===== config.mk =====
export PLATFORM = sky130hd
export DESIGN_NAME = wb_arbiter
export DESIGN_NICKNAME = d
export VERILOG_FILES = /design/src/rtl/wb_pkg.sv /design/src/rtl/wb_fifo.sv /design/src/rtl/wb_arbiter.sv
export SDC_FILE = /design/constraint.sdc
export NUM_CORES = 1
export LEC_CHECK = 0
export CAP_MARGIN = 25
export CORE_MARGIN = 2
export CORE_UTILIZATION = 47
export DETAILED_ROUTE_END_ITERATION = 10
export HOLD_SLACK_MARGIN = 0.03
export PLACE_DENSITY = 0.77
export SLEW_MARGIN = 20
export SYNTH_ARGS = -nofsm -noshare
export SYNTH_HDL_FRONTEND = slang
export SYNTH_HIERARCHICAL = 1
export SYNTH_SLANG_ARGS = --single-unit
export TNS_END_PERCENT = 30

===== constraint.sdc =====
create_clock -name clock -period 3.9 [get_ports clock]
set_input_delay 0.585 -clock clock [delete_from_list [all_inputs] [get_ports clock]]
set_output_delay 0.585 -clock clock [all_outputs]
set_load 0.02 [all_outputs]

===== src/rtl/wb_pkg.sv =====
// ============================================================================
// Module   : wb_pkg
// Brief    : Shared widths and writeback request type for the wb_arbiter slice.
// Revision : 1.0 - initial release
// ============================================================================
`default_nettype none

package wb_pkg;

  localparam int REG_IDX_W = 5;
  localparam int DATA_W    = 32;

  typedef struct packed {
    logic                 valid;
    logic [REG_IDX_W-1:0] rd;
    logic [DATA_W-1:0]    data;
  } wb_req_t;

endpackage

`default_nettype wire


===== src/rtl/wb_fifo.sv =====
// ============================================================================
// Module   : wb_fifo
// Brief    : Circular pending-write buffer with per-entry squash by rd.
//            Forwarding lookup ports exist only when WB_FWD_EN is defined.
// Revision : 1.0 - initial release
// ============================================================================
`default_nettype none

module wb_fifo
  import wb_pkg::*;
#(
  parameter int DEPTH = 2
) (
  input  logic                         clk,
  input  logic                         rst,
  input  logic                         i_enq,
  input  wb_req_t                      i_enq_req,
  input  logic                         i_deq,
  input  logic                         i_inv_en,
  input  logic [REG_IDX_W-1:0]         i_inv_rd,
  output wb_req_t                      o_head,
  output logic [$clog2(DEPTH+1)-1:0]   o_count
`ifdef WB_FWD_EN
  ,
  input  logic [REG_IDX_W-1:0]         i_rs_a,
  input  logic [REG_IDX_W-1:0]         i_rs_b,
  output logic                         o_hit_a,
  output logic                         o_hit_b,
  output logic [DATA_W-1:0]            o_data_a,
  output logic [DATA_W-1:0]            o_data_b
`endif
);

  localparam int PTR_W = $clog2(DEPTH);
  localparam int CNT_W = $clog2(DEPTH + 1);

  function automatic logic [PTR_W-1:0] wrap(input int v);
    int t;
    t = v % DEPTH;
    return t[PTR_W-1:0];
  endfunction

  wb_req_t          r_mem [DEPTH];
  logic [PTR_W-1:0] r_head;
  logic [PTR_W-1:0] r_tail;
  logic [CNT_W-1:0] r_count;

  logic [PTR_W-1:0] w_phys [DEPTH];
  logic [DEPTH-1:0] w_live;
  logic             w_any;
  logic [PTR_W-1:0] w_first;
  logic [CNT_W-1:0] w_rm;

  // w_live is in logical order: index 0 is the oldest occupied slot
  always_comb begin
    for (int i = 0; i < DEPTH; i++) begin
      w_phys[i] = wrap(int'(r_head) + i);
      w_live[i] = (i < int'(r_count)) && r_mem[w_phys[i]].valid;
    end
  end

  always_comb begin
    w_any   = 1'b0;
    w_first = '0;
    for (int i = DEPTH - 1; i >= 0; i--) begin
      if (w_live[i]) begin
        w_any   = 1'b1;
        w_first = PTR_W'(i);
      end
    end
  end

  // Squashed slots ahead of the oldest live entry are retired in the same
  // cycle, so a squash never costs a write-port bubble.
  always_comb begin
    if (!w_any) begin
      w_rm = r_count;
    end else if (i_deq) begin
      w_rm = CNT_W'(w_first) + CNT_W'(1);
    end else begin
      w_rm = CNT_W'(w_first);
    end
  end

  always_comb begin
    o_head       = r_mem[w_phys[w_first]];
    o_head.valid = w_any;
  end

  assign o_count = r_count;

  always_ff @(posedge clk) begin
    if (rst) begin
      r_head  <= '0;
      r_tail  <= '0;
      r_count <= '0;
      for (int k = 0; k < DEPTH; k++) begin
        r_mem[k] <= '0;
      end
    end else begin
      for (int k = 0; k < DEPTH; k++) begin
        if (i_inv_en && (r_mem[k].rd == i_inv_rd)) begin
          r_mem[k].valid <= 1'b0;
        end
      end
      if (i_enq) begin
        r_mem[r_tail] <= i_enq_req;
        r_tail        <= wrap(int'(r_tail) + 1);
      end
      r_head  <= wrap(int'(r_head) + int'(w_rm));
      r_count <= r_count - w_rm + CNT_W'(i_enq);
    end
  end

`ifdef WB_FWD_EN
  // Later logical entries overwrite earlier ones, so the youngest match wins
  always_comb begin
    o_hit_a  = 1'b0;
    o_hit_b  = 1'b0;
    o_data_a = '0;
    o_data_b = '0;
    for (int i = 0; i < DEPTH; i++) begin
      if (w_live[i] && (i_rs_a != '0) && (r_mem[w_phys[i]].rd == i_rs_a)) begin
        o_hit_a  = 1'b1;
        o_data_a = r_mem[w_phys[i]].data;
      end
      if (w_live[i] && (i_rs_b != '0) && (r_mem[w_phys[i]].rd == i_rs_b)) begin
        o_hit_b  = 1'b1;
        o_data_b = r_mem[w_phys[i]].data;
      end
    end
  end
`endif

endmodule

`default_nettype wire


===== src/rtl/wb_arbiter.sv =====
// ============================================================================
// Module   : wb_arbiter
// Brief    : Arbitrates ALU and multdiv writebacks onto one register-file port.
//            Define WB_FWD_EN to enable the forwarding lookup outputs.
// Revision : 1.0 - initial release
// ============================================================================
`default_nettype none

module wb_arbiter
  import wb_pkg::*;
#(
  parameter int DEPTH = 2
) (
  input  logic                 clock,
  input  logic                 ctrl_reset,
  input  logic                 alu_valid,
  input  logic [REG_IDX_W-1:0] alu_rd,
  input  logic [DATA_W-1:0]    alu_data,
  input  logic                 md_valid,
  input  logic [REG_IDX_W-1:0] md_rd,
  input  logic [DATA_W-1:0]    md_data,
  output logic                 md_ready,
  output logic                 ctrl_writeEnable,
  output logic [REG_IDX_W-1:0] ctrl_writeReg,
  output logic [DATA_W-1:0]    data_writeReg,
  input  logic [REG_IDX_W-1:0] fwd_rsA,
  input  logic [REG_IDX_W-1:0] fwd_rsB,
  output logic                 fwd_hitA,
  output logic                 fwd_hitB,
  output logic [DATA_W-1:0]    fwd_dataA,
  output logic [DATA_W-1:0]    fwd_dataB
);

  wb_req_t                      w_head;
  logic [$clog2(DEPTH+1)-1:0]   w_count;
  wb_req_t                      w_sel;
  logic                         w_alu_req;
  logic                         w_md_live;
  logic                         w_deq;
  logic                         w_enq;

  logic                         r_we;
  logic [REG_IDX_W-1:0]         r_wreg;
  logic [DATA_W-1:0]            r_wdata;

`ifdef WB_FWD_EN
  logic                         w_buf_hit_a;
  logic                         w_buf_hit_b;
  logic [DATA_W-1:0]            w_buf_data_a;
  logic [DATA_W-1:0]            w_buf_data_b;
`endif

  // When full, the buffer can take a new entry only if its head drains now
  assign md_ready = (int'(w_count) < DEPTH) || !alu_valid;

  // rd=0 writes are dropped; an md result older than a same-cycle ALU write to
  // the same register is stale and dropped too.
  assign w_alu_req = alu_valid && (alu_rd != '0);
  assign w_md_live = md_valid && md_ready && (md_rd != '0) &&
                     !(alu_valid && (alu_rd == md_rd));

  always_comb begin
    w_sel = '0;
    w_deq = 1'b0;
    w_enq = 1'b0;
    if (w_alu_req) begin
      w_sel = '{1'b1, alu_rd, alu_data};
      w_enq = w_md_live;
    end else if (w_head.valid) begin
      w_sel = w_head;
      w_deq = 1'b1;
      w_enq = w_md_live;
    end else if (w_md_live) begin
      w_sel = '{1'b1, md_rd, md_data};
    end
  end

  wb_fifo #(
    .DEPTH     (DEPTH)
  ) u_fifo (
    .clk       (clock),
    .rst       (ctrl_reset),
    .i_enq     (w_enq),
    .i_enq_req ('{1'b1, md_rd, md_data}),
    .i_deq     (w_deq),
    .i_inv_en  (w_alu_req),
    .i_inv_rd  (alu_rd),
    .o_head    (w_head),
    .o_count   (w_count)
`ifdef WB_FWD_EN
    ,
    .i_rs_a    (fwd_rsA),
    .i_rs_b    (fwd_rsB),
    .o_hit_a   (w_buf_hit_a),
    .o_hit_b   (w_buf_hit_b),
    .o_data_a  (w_buf_data_a),
    .o_data_b  (w_buf_data_b)
`endif
  );

  always_ff @(posedge clock) begin
    if (ctrl_reset) begin
      r_we    <= 1'b0;
      r_wreg  <= '0;
      r_wdata <= '0;
    end else begin
      r_we    <= w_sel.valid;
      r_wreg  <= w_sel.rd;
      r_wdata <= w_sel.data;
    end
  end

  assign ctrl_writeEnable = r_we;
  assign ctrl_writeReg    = r_wreg;
  assign data_writeReg    = r_wdata;

`ifdef WB_FWD_EN
  // The write-port value is youngest, so it takes priority over the buffer
  always_comb begin
    fwd_hitA  = w_buf_hit_a;
    fwd_dataA = w_buf_data_a;
    fwd_hitB  = w_buf_hit_b;
    fwd_dataB = w_buf_data_b;
    if ((fwd_rsA != '0) && r_we && (r_wreg == fwd_rsA)) begin
      fwd_hitA  = 1'b1;
      fwd_dataA = r_wdata;
    end
    if ((fwd_rsB != '0) && r_we && (r_wreg == fwd_rsB)) begin
      fwd_hitB  = 1'b1;
      fwd_dataB = r_wdata;
    end
  end
`else
  logic w_unused_fwd;
  assign w_unused_fwd = ^{fwd_rsA, fwd_rsB};
  assign fwd_hitA  = 1'b0;
  assign fwd_hitB  = 1'b0;
  assign fwd_dataA = '0;
  assign fwd_dataB = '0;
`endif

endmodule

`default_nettype wire


### After elaboration in Yosys (flattened, before gate mapping)

Memory sizes are Yosys's and may differ from the RTL's. A register that Yosys moved wholly into a read port is not among the register bits.
Index checks and enable logic that the tools add are counted.

* flip-flop bits (word level): 42
* bits in writable memories: 76
* bits of input ports: 88
* output and inout bits: 105
* memories: 1

* add/subtract/negate cells: 6
* $lt $le $gt $ge: 4
* eq/ne operators: 3
* muxes and demuxes: 29
* bitwise gates (word level): 3
* reduce and logical (&&, ||, !) cells: 14

Memory list
* u_fifo.r_mem: words 2, width 38, read ports 5, clocked after Yosys merged registers in 1, write ports 3, RTL line wb_fifo.sv:43 `wb_req_t r_mem [DEPTH];`

Operator list (number)
* two-way mux 38 bit: 3
* two-way mux 1 bit: 24
* equality test 5 bit: 3
* nonzero test 5 bit: 2
* logical AND 1 bit: 9
* less-than comparator 1 x 2 -> 1 bit, first input constant: 2
* two-way mux 2 bit: 2
* adder 1 bit, second input constant: 2
* adder 1 x 1 -> 2 bit, second input constant: 1
* adder 2 x 1 -> 2 bit: 1
* >= comparator 2 bit, second input constant: 1
* zero test 1 bit: 2
* less-than comparator 2 bit, second input constant: 1
* inverter 1 -> 2 bit: 1
* bitwise OR 1 bit: 2
* subtractor 2 bit: 1
* adder 1 bit: 1
* logical OR 1 bit: 1

### Depth between registers and ports, before layout

An unclocked memory read counts as a cell.

* depth after elaboration: 12
* depth in mapped cells: 16

### By module

Netlist, hierarchy kept.

Modules (own cells, without submodules)
* wb_fifo: instances 1, cells an instance 260, area an instance 3863.7 um^2, sequential area each 2362.3 um^2
* wb_arbiter: instances 1, cells an instance 293, area an instance 2407.3 um^2, sequential area each 760.7 um^2

### Worst setup path before layout

Ideal clock, no wire load.

* kind: in2reg
* start point: in alu_rd[1]
* end point: reg u_fifo.r_count[1], in the netlist u_fifo/o_count[1]
* arrival time: 3218 ps
* data required time: 3830 ps
* path slack: 612 ps
* stages: 13
* buffers on the path: 2
* path through: or4_4 -> o21ai_4 -> buf_6 -> buf_6 -> and2_1 -> ha_1 -> a2bb2oi_1 -> ha_1 -> inv_1 -> ha_1 -> xor2_1 -> or4_1 -> a21oi_1

* word-level cells in the longest chain between the ends: 7
* elaborated cells between the ends (all ways): 13
* classes of those cells: add/sub: 2; eq/ne: 1; mux: 5; reduce/logical: 5

RTL lines
* from (decl): RTL line wb_arbiter.sv:17 `input logic [REG_IDX_W-1:0] alu_rd,`
* nonzero test 5 bit: RTL line wb_arbiter.sv:58 `assign w_alu_req = alu_valid && (alu_rd != '0);`
* logical AND 1 bit: RTL line wb_arbiter.sv:58
* two-way mux 1 bit: RTL line wb_arbiter.sv:66 `if (w_alu_req) begin`
* via w_deq: RTL line wb_arbiter.sv:39 `logic w_deq;`
* two-way mux 2 bit: RTL line wb_fifo.sv:78 `end else if (i_deq) begin`
* two-way mux 2 bit: RTL line wb_fifo.sv:76 `if (!w_any) begin`
* subtractor 2 bit: RTL line wb_fifo.sv:111 `r_count <= r_count - w_rm + CNT_W'(i_enq);`
* adder 2 x 1 -> 2 bit: RTL line wb_fifo.sv:111
* to (signal assigned): RTL line wb_fifo.sv:111
* to (decl): RTL line wb_fifo.sv:46 `logic [CNT_W-1:0] r_count;`

The timed path passes the listed nets, and every way through them passes these cells.
A chain may end at the register's enable or synchronous reset.

==> flow_summary.yaml <==
clock_tree:
  insertion_delay_ps: 410
  cts_buffers: 17
  postCtsHoldBufs: 0
  cts_buffer_depth: 2
  cts_max_level: 4
  cts_tree: "yes"
  post_cts_buffers: 0
  cts.sinks: 118
  cts_root_buf: "clkbuf_16"
  post_cts_resized: 0
  clkTransAtPathRegs_ps: 60
placement:
  place_congestion: 0.7982
  port_buffers: 116
  hpwl_um: 9065
floorplan:
  num_io_pins: 193
  die-area_um2: 14280
  start_util: 0.4773
  die_width_um: 119.5
  core_um2: 13140
  die_y_um: 119.5
  core.rowCount: 42
timing:
  drv_slew: 0
  skew_ps: 15.29
  rsz0062_at_grt: "false"
  finalSetupTns_ps: 0
  fin_crit_ps: 3211
  fmax_mhz: 311.5
  worst_pin_slew_ps: 773.9
  hold_violations: 0
  fin_crit_sh: 0.8232
  setup_viol: 0
  timing.hold.ws_ps: 624.1
  slew_headroom: 0.4840
drt:
  vias: 4311
  drc: 0
  viasPerCell: 5.042
  drt_iter0_drc: 239
  wl_met3_um: 943
  totalWireLength_um: 14250
  drt.antenna.violating_nets: 0
  route.met2.wl_um: 7176
  drt_pass1_iterations: 5
  wirelength_met1_um: 5884
  routed.top_layer: "met4"
  wl_per_cell_um: 16.67
synthesis:
  synth-edff-count: 76
  avgSynthCellArea_um2: 11.34
  synth_top_area_cell: "edfxtp_1"
  synth_cell_type_count: 43
  synth.most_common_cell: "and2_1"
  synth_top_area_share: 0.3639
  ys_seq_area_frac: 0.4980
  syn_inst: 553
  synthArstFlopShare: 0
  synthTopCellsByArea: "edfxtp_1 (36%), dfxtp_1 (13%), buf_4 (8.0%)"
  synth-seq-cells: 118
  synthFlopType: "edfxtp_1"
  synth_common_cells: "and2_1 (77), edfxtp_1 (76), buf_4 (67), dfxtp_1 (42), nor2_1 (41)"
  syn_area_um2: 6271
  ys_warn_count: 6
job:
  cap_viol_max_count: 0
global_routing:
  grt.total_usage: 0.2053
  grt_pass1_wl_um: 22650
  grt_pass1_vias: 4479
  gr-total-overflow: 0
  grt_max_degree: 58
  antenna_found_initial: 0
power:
  p_sw_frac: 0.2895
  powerDensity_nw_per_um2: 541.4
  vdd_drop_max_mv: 0.2911
  p_leak_nw: 3.089
  combinationalPowerShare: 0.266
  p_clk_frac: 0.364
  intPower_mw: 3.044
  power.switching_mw: 1.241
  seq_power_share: 0.370
worst_setup_path:
  max_stage_delay_ps: 570
  worstSetupEndpointType: "flop"
  cpMaxStageDelayCell: "or4_4"
  crit_fanout: 39
  crit_buf_inv: 3
  startpoint_type: "primary input"
  crit_path_frequent_cell: "nor2_1"
  cp.arrival_ps: 3380
  reg2reg_from: "u_fifo/r_head"
  crit_chain: "clkdlybuf4s50_1, or4_4, o21ai_4, buf_4, inv_2, nor2_1, nor2_1, a21o_2, a31o_2"
  path_delay_family: "buffers and inverters"
  crit_required_ps: 4070
  critPathLaunch: "alu_rd[1]"
  crit_type: "in2reg"
status:
  status: "finished clean"
worst_hold_path:
  hp-class: "reg2reg"
  holdCritStartpoint: "u_fifo/r_tail"
final_layout:
  syn2layout_area_growth_pct: 26.20
  nets: 757
  drive_above_1_share: 0.1487
  antenna_cells: 0
[metal layers]
metal,track usage,vias up
li1,-,2040
met1,0.2459,2059
met2,0.3554,195
met3,0.05181,17
met4,0.07868,0
met5,0,-
[tightest hold or removal path, cell delays in order (launching register included)]
cell,delay [ps]
dfxtp_1,360
xnor2_1,150
nor2_1,80
[path summary, 6_finish.rpt]
path,end,slack (ps),cells past startpoint
setup / recovery,u_fifo/r_mem[0][37],690,9
hold / removal,u_fifo/r_tail,620,2
setup reg to reg,u_fifo/r_mem[0][0],710,8
hold reg to reg,u_fifo/r_tail,620,2
[state kept, by name, indices dropped and copies added, names as in the netlist]
signal / flops
ctrl_writeReg: 5
data_writeReg: 32
u_fifo/r_mem: 76
u_fifo/r_head: 1
ctrl_writeEnable: 1
u_fifo/o_count: 2
u_fifo/r_tail: 1
[cell families after synthesis]
kind of cell               after synthesis  synth area share
AOI/OAI and AO/OA                       94            0.1097
xor gates and xnor gates                18           0.02514
adders and majority gates                3          0.005986
buffers and inverters                  108            0.1153
DFF                                    118            0.4980
muxes                                   38           0.08619
other                                    2          0.001198
and+or+nand+nor                        172            0.1584
[metrics by stage]
step / std cells / setup slack (ps) / total power, mW / instance area (µm²) / util
2_1_floorplan: 619 / 611.8 / 2.453 / 6519 / -
3_3_place_gp: 823 / 312.8 / 2.697 / 7323 / 0.5574
3_5_place_dp: 823 / 243.0 / 2.740 / 7323 / 0.5574
4_1_cts: 855 / 674.5 / 4.305 / 7914 / 0.6024
5_1_grt: 855 / 467.6 / 4.458 / 7914 / 0.6024
6_report: 855 / 689.5 / 4.285 / 7914 / 0.6024
[power groups by stage]
stage	logic, mW	registers, mW	clock network (mW)
floorplan	0.818	1.64	0
global placement	1.10	1.60	0
detailed placement	1.13	1.61	0
CTS	1.14	1.59	1.58
global route	1.22	1.60	1.64
finish	1.14	1.59	1.56
[area by class of cell]
class	instances	area, µm²
clock inverters	13	157.7
well taps	176	220.2
fillers	1057	5224
clock buffers	19	432.9
repair buffers	131	1269
flip-flops and latches	118	3123
multi-input cells	393	2693
inverters	5	18.77
[cell usage in the layout (no fill, tap or decap), types with 17 or more instances in the layout]
master,synthesis,final
edfxtp_1,76,76
a21oi_1,38,38
conb_1,2,68
nor2_1,41,40
and2_1,77,77
o32ai_1,35,35
mux2_4,30,30
dfxtp_1,42,42
clkbuf_16,0,17
clkdlybuf4s50_1,0,115
nand2b_1,37,37
Note: power is estimated with default switching activity, not from simulation.
